### config.mk
export PLATFORM = sky130hd
export DESIGN_NAME = wb_arbiter
export DESIGN_NICKNAME = d
export VERILOG_FILES = /design/src/rtl/wb_arbiter.sv
export SDC_FILE = /design/constraint.sdc
export NUM_CORES = 1
export LEC_CHECK = 0
export CORE_ASPECT_RATIO = 1.25
export CORE_MARGIN = 10
export CORE_UTILIZATION = 55
export CTS_BUF_LIST = sky130_fd_sc_hd__clkbuf_4 sky130_fd_sc_hd__clkbuf_8
export DETAILED_ROUTE_END_ITERATION = 10
export PLACE_DENSITY = 0.95
export SYNTH_ARGS = -nofsm -noshare
export SYNTH_HDL_FRONTEND = slang
export SYNTH_SLANG_ARGS = --single-unit
### constraint.sdc
create_clock -name clk -period 13.3 [get_ports clk]
set_input_delay 2.66 -clock clk [delete_from_list [all_inputs] [get_ports clk]]
set_output_delay 2.66 -clock clk [all_outputs]
set_load 0.02 [all_outputs]
### src/rtl/wb_arbiter.sv
// wb_arbiter: writeback initiator for the LemonPC register file write port.
//
// Takes results from the ALU and the LSU over valid/ready handshakes, holds
// one result per producer, and grants at most one of them per cycle onto the
// registered write port (wen, rd, dataD). The LSU wins ties, but the ALU is
// guaranteed a grant after STARVE_MAX consecutive LSU grants while it waits.
//
// Ports:
//   clk, rst                      clock (rising edge), async active-high reset
//   alu_valid/alu_ready           ALU handshake; alu_rd, alu_data payload
//   lsu_valid/lsu_ready           LSU handshake; lsu_rd, lsu_data payload
//   wen, rd, dataD                registered register-file write port
//   pending                       per-register "write in flight" mask (bit 0 = 0)
//
// Optional build macro: WB_TRACE_EN -- prints each port write and each
// dropped x0 write in simulation. Synthesised logic is the same either way.
//
// Buffer state (one per source):
//   state | meaning
//   EMPTY | no result held, ready to accept
//   FULL  | one result held, waiting for a grant

module wb_arbiter #(
    parameter int ADDR_WIDTH = 5,
    parameter int DATA_WIDTH = 64,
    parameter int STARVE_MAX = 2
) (
    input  logic                       clk,
    input  logic                       rst,
    input  logic                       alu_valid,
    output logic                       alu_ready,
    input  logic [ADDR_WIDTH-1:0]      alu_rd,
    input  logic [DATA_WIDTH-1:0]      alu_data,
    input  logic                       lsu_valid,
    output logic                       lsu_ready,
    input  logic [ADDR_WIDTH-1:0]      lsu_rd,
    input  logic [DATA_WIDTH-1:0]      lsu_data,
    output logic                       wen,
    output logic [ADDR_WIDTH-1:0]      rd,
    output logic [DATA_WIDTH-1:0]      dataD,
    output logic [(1<<ADDR_WIDTH)-1:0] pending
);

    localparam int CW = $clog2(STARVE_MAX + 1);

    typedef enum logic {EMPTY = 1'b0, FULL = 1'b1} buf_state_t;

    buf_state_t alu_state, alu_state_nxt;
    buf_state_t lsu_state, lsu_state_nxt;

    logic [ADDR_WIDTH-1:0] alu_buf_rd, lsu_buf_rd;
    logic [DATA_WIDTH-1:0] alu_buf_data, lsu_buf_data;
    logic [CW-1:0]         starve_cnt, starve_cnt_nxt;

    logic                  alu_full, lsu_full, starved;
    logic                  gnt_alu, gnt_lsu, grant;
    logic                  alu_load, lsu_load;
    logic [ADDR_WIDTH-1:0] gnt_rd;
    logic [DATA_WIDTH-1:0] gnt_data;
    logic                  wen_nxt;

    // State registers and buffer payloads.
    always_ff @(posedge clk or posedge rst) begin
        if (rst) begin
            alu_state    <= EMPTY;
            lsu_state    <= EMPTY;
            alu_buf_rd   <= '0;
            alu_buf_data <= '0;
            lsu_buf_rd   <= '0;
            lsu_buf_data <= '0;
            starve_cnt   <= '0;
            wen          <= 1'b0;
            rd           <= '0;
            dataD        <= '0;
        end else begin
            alu_state  <= alu_state_nxt;
            lsu_state  <= lsu_state_nxt;
            starve_cnt <= starve_cnt_nxt;
            wen        <= wen_nxt;
            if (alu_load) begin
                alu_buf_rd   <= alu_rd;
                alu_buf_data <= alu_data;
            end
            if (lsu_load) begin
                lsu_buf_rd   <= lsu_rd;
                lsu_buf_data <= lsu_data;
            end
            if (wen_nxt) begin
                rd    <= gnt_rd;
                dataD <= gnt_data;
            end
        end
    end

    // Arbitration, handshakes, next state.
    always_comb begin
        alu_full       = (alu_state == FULL);
        lsu_full       = (lsu_state == FULL);
        starved        = (starve_cnt == CW'(STARVE_MAX));
        gnt_lsu        = lsu_full && !(alu_full && starved);
        gnt_alu        = alu_full && !gnt_lsu;
        grant          = gnt_alu || gnt_lsu;

        // A granted buffer drains this edge, so it can take a new entry now.
        alu_ready      = !alu_full || gnt_alu;
        lsu_ready      = !lsu_full || gnt_lsu;
        alu_load       = alu_valid && alu_ready;
        lsu_load       = lsu_valid && lsu_ready;

        alu_state_nxt  = alu_state;
        if (alu_load)     alu_state_nxt = FULL;
        else if (gnt_alu) alu_state_nxt = EMPTY;

        lsu_state_nxt  = lsu_state;
        if (lsu_load)     lsu_state_nxt = FULL;
        else if (gnt_lsu) lsu_state_nxt = EMPTY;

        gnt_rd         = gnt_lsu ? lsu_buf_rd   : alu_buf_rd;
        gnt_data       = gnt_lsu ? lsu_buf_data : alu_buf_data;
        // x0 entries use their grant slot but never reach the port.
        wen_nxt        = grant && (gnt_rd != '0);

        starve_cnt_nxt = starve_cnt;
        if (!alu_full || gnt_alu)     starve_cnt_nxt = '0;
        else if (gnt_lsu && !starved) starve_cnt_nxt = starve_cnt + CW'(1);
    end

    always_comb begin
        pending = '0;
        if (alu_full) pending[alu_buf_rd] = 1'b1;
        if (lsu_full) pending[lsu_buf_rd] = 1'b1;
        if (wen)      pending[rd]         = 1'b1;
        pending[0] = 1'b0;
    end

`ifdef WB_TRACE_EN
    always_ff @(posedge clk) begin
        if (!rst && grant) begin
            if (wen_nxt)
                $display("wb %s x%0d <= 0x%0h(%0d)", gnt_lsu ? "LSU" : "ALU",
                         gnt_rd, gnt_data, $signed(gnt_data));
            else
                $display("wb %s x0 write dropped (0x%0h)", gnt_lsu ? "LSU" : "ALU",
                         gnt_data);
        end
    end
`endif

endmodule

* After elaboration in Yosys (flattened, before gate mapping) *
Cells that the tools add are included.

word-level totals
  register bits = 212
  output and inout bits = 104

cells by class
  order comparisons = 6
  muxes and demuxes = 17
  reduce and logical (&&, ||, !) cells = 22
  bitwise logic cells = 2
  equal/unequal tests = 1
  add/sub/neg operators = 1

operators with widths
  operator                                                     number
  two-way mux 32 bit                                           3
  two-way mux 64 bit                                           1
  bitwise OR 32 bit                                            2
  less-than comparator 5 x 6 -> 1 bit (second input constant)  3
  demux 1 bit (select 5 bit)                                   3
  >= comparator 5 x 1 -> 1 bit (second input constant)         3
  logical AND 1 bit                                            10
  two-way mux 1 bit                                            7
  nonzero test 2 bit                                           3
  zero test 1 bit                                              5
  two-way mux 5 bit                                            1
  nonzero test 5 bit                                           1
  two-way mux 2 bit                                            2
  logical OR 1 bit                                             3
  adder 2 x 1 -> 2 bit (second input constant)                 1
  equality test 2 bit (second input constant)                  1

* Depth between registers and ports, before layout *
  word-level depth = 9
  gate-level depth with buffers = 9
  mapped depth without buffers = 6

* Worst setup path before layout *
OpenSTA, ideal clock, no wires.

  path type = reg-to-output
  start point = register alu_state, in the netlist alu_full
  end point = output pending[12]
  cell stages (with the launch flop) = 5
  buffers on the path = 1
  arrival = 1329 ps
  slack = 9311 ps
  data required time = 10640 ps
  cell sequence = dfrtp_1 -> buf_2 -> nor3b_1 -> a22oi_1 -> nand2_1

between the ends
  cells in the longest elaborated chain, start to end = 5

ends and longest elaborated chain
  what                         RTL line  RTL
  from (decl)                  48        buf_state_t alu_state, alu_state_nxt;
  from (signal assigned)       76        alu_state <= alu_state_nxt;
  two-way mux 32 bit (*)       130       if (alu_full) pending[alu_buf_rd] = 1'b1;
  bitwise OR 32 bit (no line)  n/a
  two-way mux 32 bit (*)       131       if (lsu_full) pending[lsu_buf_rd] = 1'b1;
  bitwise OR 32 bit (no line)  n/a
  two-way mux 32 bit (*)       132       if (wen) pending[rd] = 1'b1;
  to (decl)                    41        output logic [(1<<ADDR_WIDTH)-1:0] pending

Mark *: on every way between the ends. The rest lies on a longest branch, timed or not.

* Worst setup path in the final report *
  start point = register alu_state, in the netlist alu_full
  end point = output pending[24]

Same word-level chain as after synthesis.

==> flow_summary.yaml <==
outcome:
  status: "complete, no violations"
clock_network:
  clock_latency_ns: 0.54
  ctsResizeCount: 0
  cts_sinks: 212
  clk_pin_slew_ns: 0.06
  cts_tree: "built"
  max-clock-path-buffers: 3
  cts_setup_buffers: 0
  cts_max_level: 1
  numCtsBuffers: 31
  cts-root-buf: "clkbuf_8"
  cts_hold_buf: 0
cells_and_area:
  design_area_um2: 13000
  final_common_cell: "clkdlybuf4s50_1"
  area_growth_pct: 32.8
  fin_cells: 1185
  final_layout_size_suffix_gt1_frac: 0.351
  nets: 1077
  final_cell_mix: "244 x clkdlybuf4s50_1, 229 x mux2_2, 212 x dfrtp_1, 67 x nand2_1, 40 x mux2_4"
  final_util: 0.743
setup_path:
  criticalPathCategory: "reg2out"
  required_ns: 10.64
  arrival_ns: 2.79
  crit_path_max_fanout: 8
  crit_path_end_kind: "output port"
  cp-start-kind: "register"
  r2r_cells: 6
routing:
  viasPerCell: 5.51
  routedWlPerCell_um: 21.6
  initialDrtViolationCount: 326
  drt-pass1-iter-count: 5
  vias: 6532
  drc: 0
  drt_wl_total_mm: 25.6
  drtAntennaViolNets: 0
power:
  power_density_nw_per_um2: 155
  ir_drop_v: 0.000110
  power.leakage_nw: 5.60
timing:
  finalMaxSlewViolations: 0
  hold_viol_final: 0
  finalCritPeriodShare: 0.410
  final.setup.tns_ns: 0
  rsz0062_at_grt: "no"
  fin_ws_ns: 7.85
  tightest_slew_ns: 1.05
  maxSlewHeadroom: 0.297
  layout_min_cycle_time_ns: 5.45
  finalClockSkew_ns: 0.0139
  timing.fmax_mhz: 183
  setup_violations: 0
placement:
  place_area_um2: 12300
  place_ws_ns: 8.38
  io_buffers: 244
  dpl.cell_count: 1125
  routabilityCongestion: 0.879
  hpwl_mm: 17.4
floorplanning:
  start_util: 0.560
  ios: 246
  rows: 54
  die_area_um2: 23500
  core_area_um2: 17400
  die_x_um: 139
  dieHeight_um: 169
synth:
  synth_fa_ha_area_frac: 0.00128
  synth-xor-area-share: 0
  synth_top_family_by_area: "multiplexers"
  ys_types: 32
  yosys_warnings: 0
  synth_nets: 842
  yosys.area_share.simple: 0.0576
  synthCells: 699
  synth_compound_area_frac: 0.0337
  muxShareOfSynthArea: 0.332
  synthesis.area_um2: 9760
  ys_ff_latch: 212
  avgSynthCellArea_um2: 14.0
  yosysSeqAreaShare: 0.544
min_path:
  whs_path_depth: 1
  hold_class: "reg2reg"
grt:
  grt_pass1_wl_mm: 40.5
  grt_max_degree: 131
  track_usage: 0.211
  grt-ovfl-total: 0
  grt_pass1_vias: 7394
  antenna_found_initial: 3
flow_run:
  drv_cap: 0
## state kept, by name, summed over array words and instances (netlist names)
signal        flops
alu_buf_rd        5
dataD            64
starve_cnt        2
lsu_buf_data     64
rd                5
lsu_full          1
alu_full          1
wen               1
alu_buf_data     64
lsu_buf_rd        5
## path summary, 6_finish.rpt
check,slack [ns],endpoint,startpoint
hold reg to reg,0.42,starve_cnt[0]$_DFFE_PP0P_,starve_cnt[0]$_DFFE_PP0P_
max in group asynchronous,9.00,lsu_buf_data[38]$_DFFE_PP0P_,rst
min in group asynchronous,2.69,dataD[44]$_DFFE_PP0P_,rst
setup / recovery,7.85,pending[24],alu_full$_DFFE_PP0P_
hold / removal,0.42,starve_cnt[0]$_DFFE_PP0P_,starve_cnt[0]$_DFFE_PP0P_
setup reg to reg,10.74,dataD[61]$_DFFE_PP0P_,starve_cnt[0]$_DFFE_PP0P_
## power breakdown
part | switching, mW | total (mW) | internal [mW]
Sequential | 0.0887 | 0.852 | 0.764
Clock | 0.246 | 0.569 | 0.323
Combinational | 0.263 | 0.587 | 0.324
## cells by family (layout without fill, tap and decap cells)
family	Yosys count	after routing
flops	212	212
simple gates	117	117
fa+ha+maj	1	1
compound gates	42	42
buf+inv	52	311
mux	274	274
other cells	1	4
## layer usage
layer | part of all wire | global-route usage | up-vias
met5 | 0 | 0 | -
met4 | 0.025 | 0.0641 | 0
met3 | 0.068 | 0.0538 | 45
met2 | 0.53 | 0.383 | 263
met1 | 0.38 | 0.237 | 3260
li1 | - | - | 2964
## metrics by stage
step                power, mW  hold slack, ns
finish                   2.01           0.423
global route             2.10           0.430
CTS                      2.03           0.425
detailed placement       1.45           0.417
global placement         1.43           0.413
floorplan                1.19           0.403
## synth_stat cells, drive strengths merged
master	instances	share of area
o21ai	5	0.0026
nand2b	2	0.0013
clkbuf	19	0.0073
a22oi	29	0.022
and3b	8	0.0072
and3	7	0.0045
buf	27	0.021
a222oi	2	0.0021
nor3	4	0.0021
mux2	269	0.33
inv	6	0.0023
ha	1	0.0013
a21oi	1	0.0017
a21boi	1	0.0019
nor4	2	0.0013
nand3b	1	0.00077
dfrtp	212	0.54
nor3b	12	0.0092
a41o	1	0.0010
nor2	11	0.0042
nand2	69	0.027
o22ai	1	0.00064
o31ai	2	0.0015
nand3	1	0.00051
conb	1	0.00038
mux2i	5	0.0064
## area by class of cell
class | instances | area, um2
sequential | 212 | 5310
fill | 1077 | 4480
multi-input combinational | 435 | 4160
timing repair buffer | 248 | 2470
clock buffer | 46 | 589
tap | 224 | 280
clock inverter | 11 | 108
inverter | 6 | 30.0
antenna | 3 | 7.51
## worst max-delay path: stages, from the launching register on
cell,delay [ns]
dfrtp_1,0.50
nor3b_1,0.79
a22oi_1,0.23
nand2_1,0.13
clkdlybuf4s50_1,0.61
No activity file was read; power rests on OpenSTA's default activity.
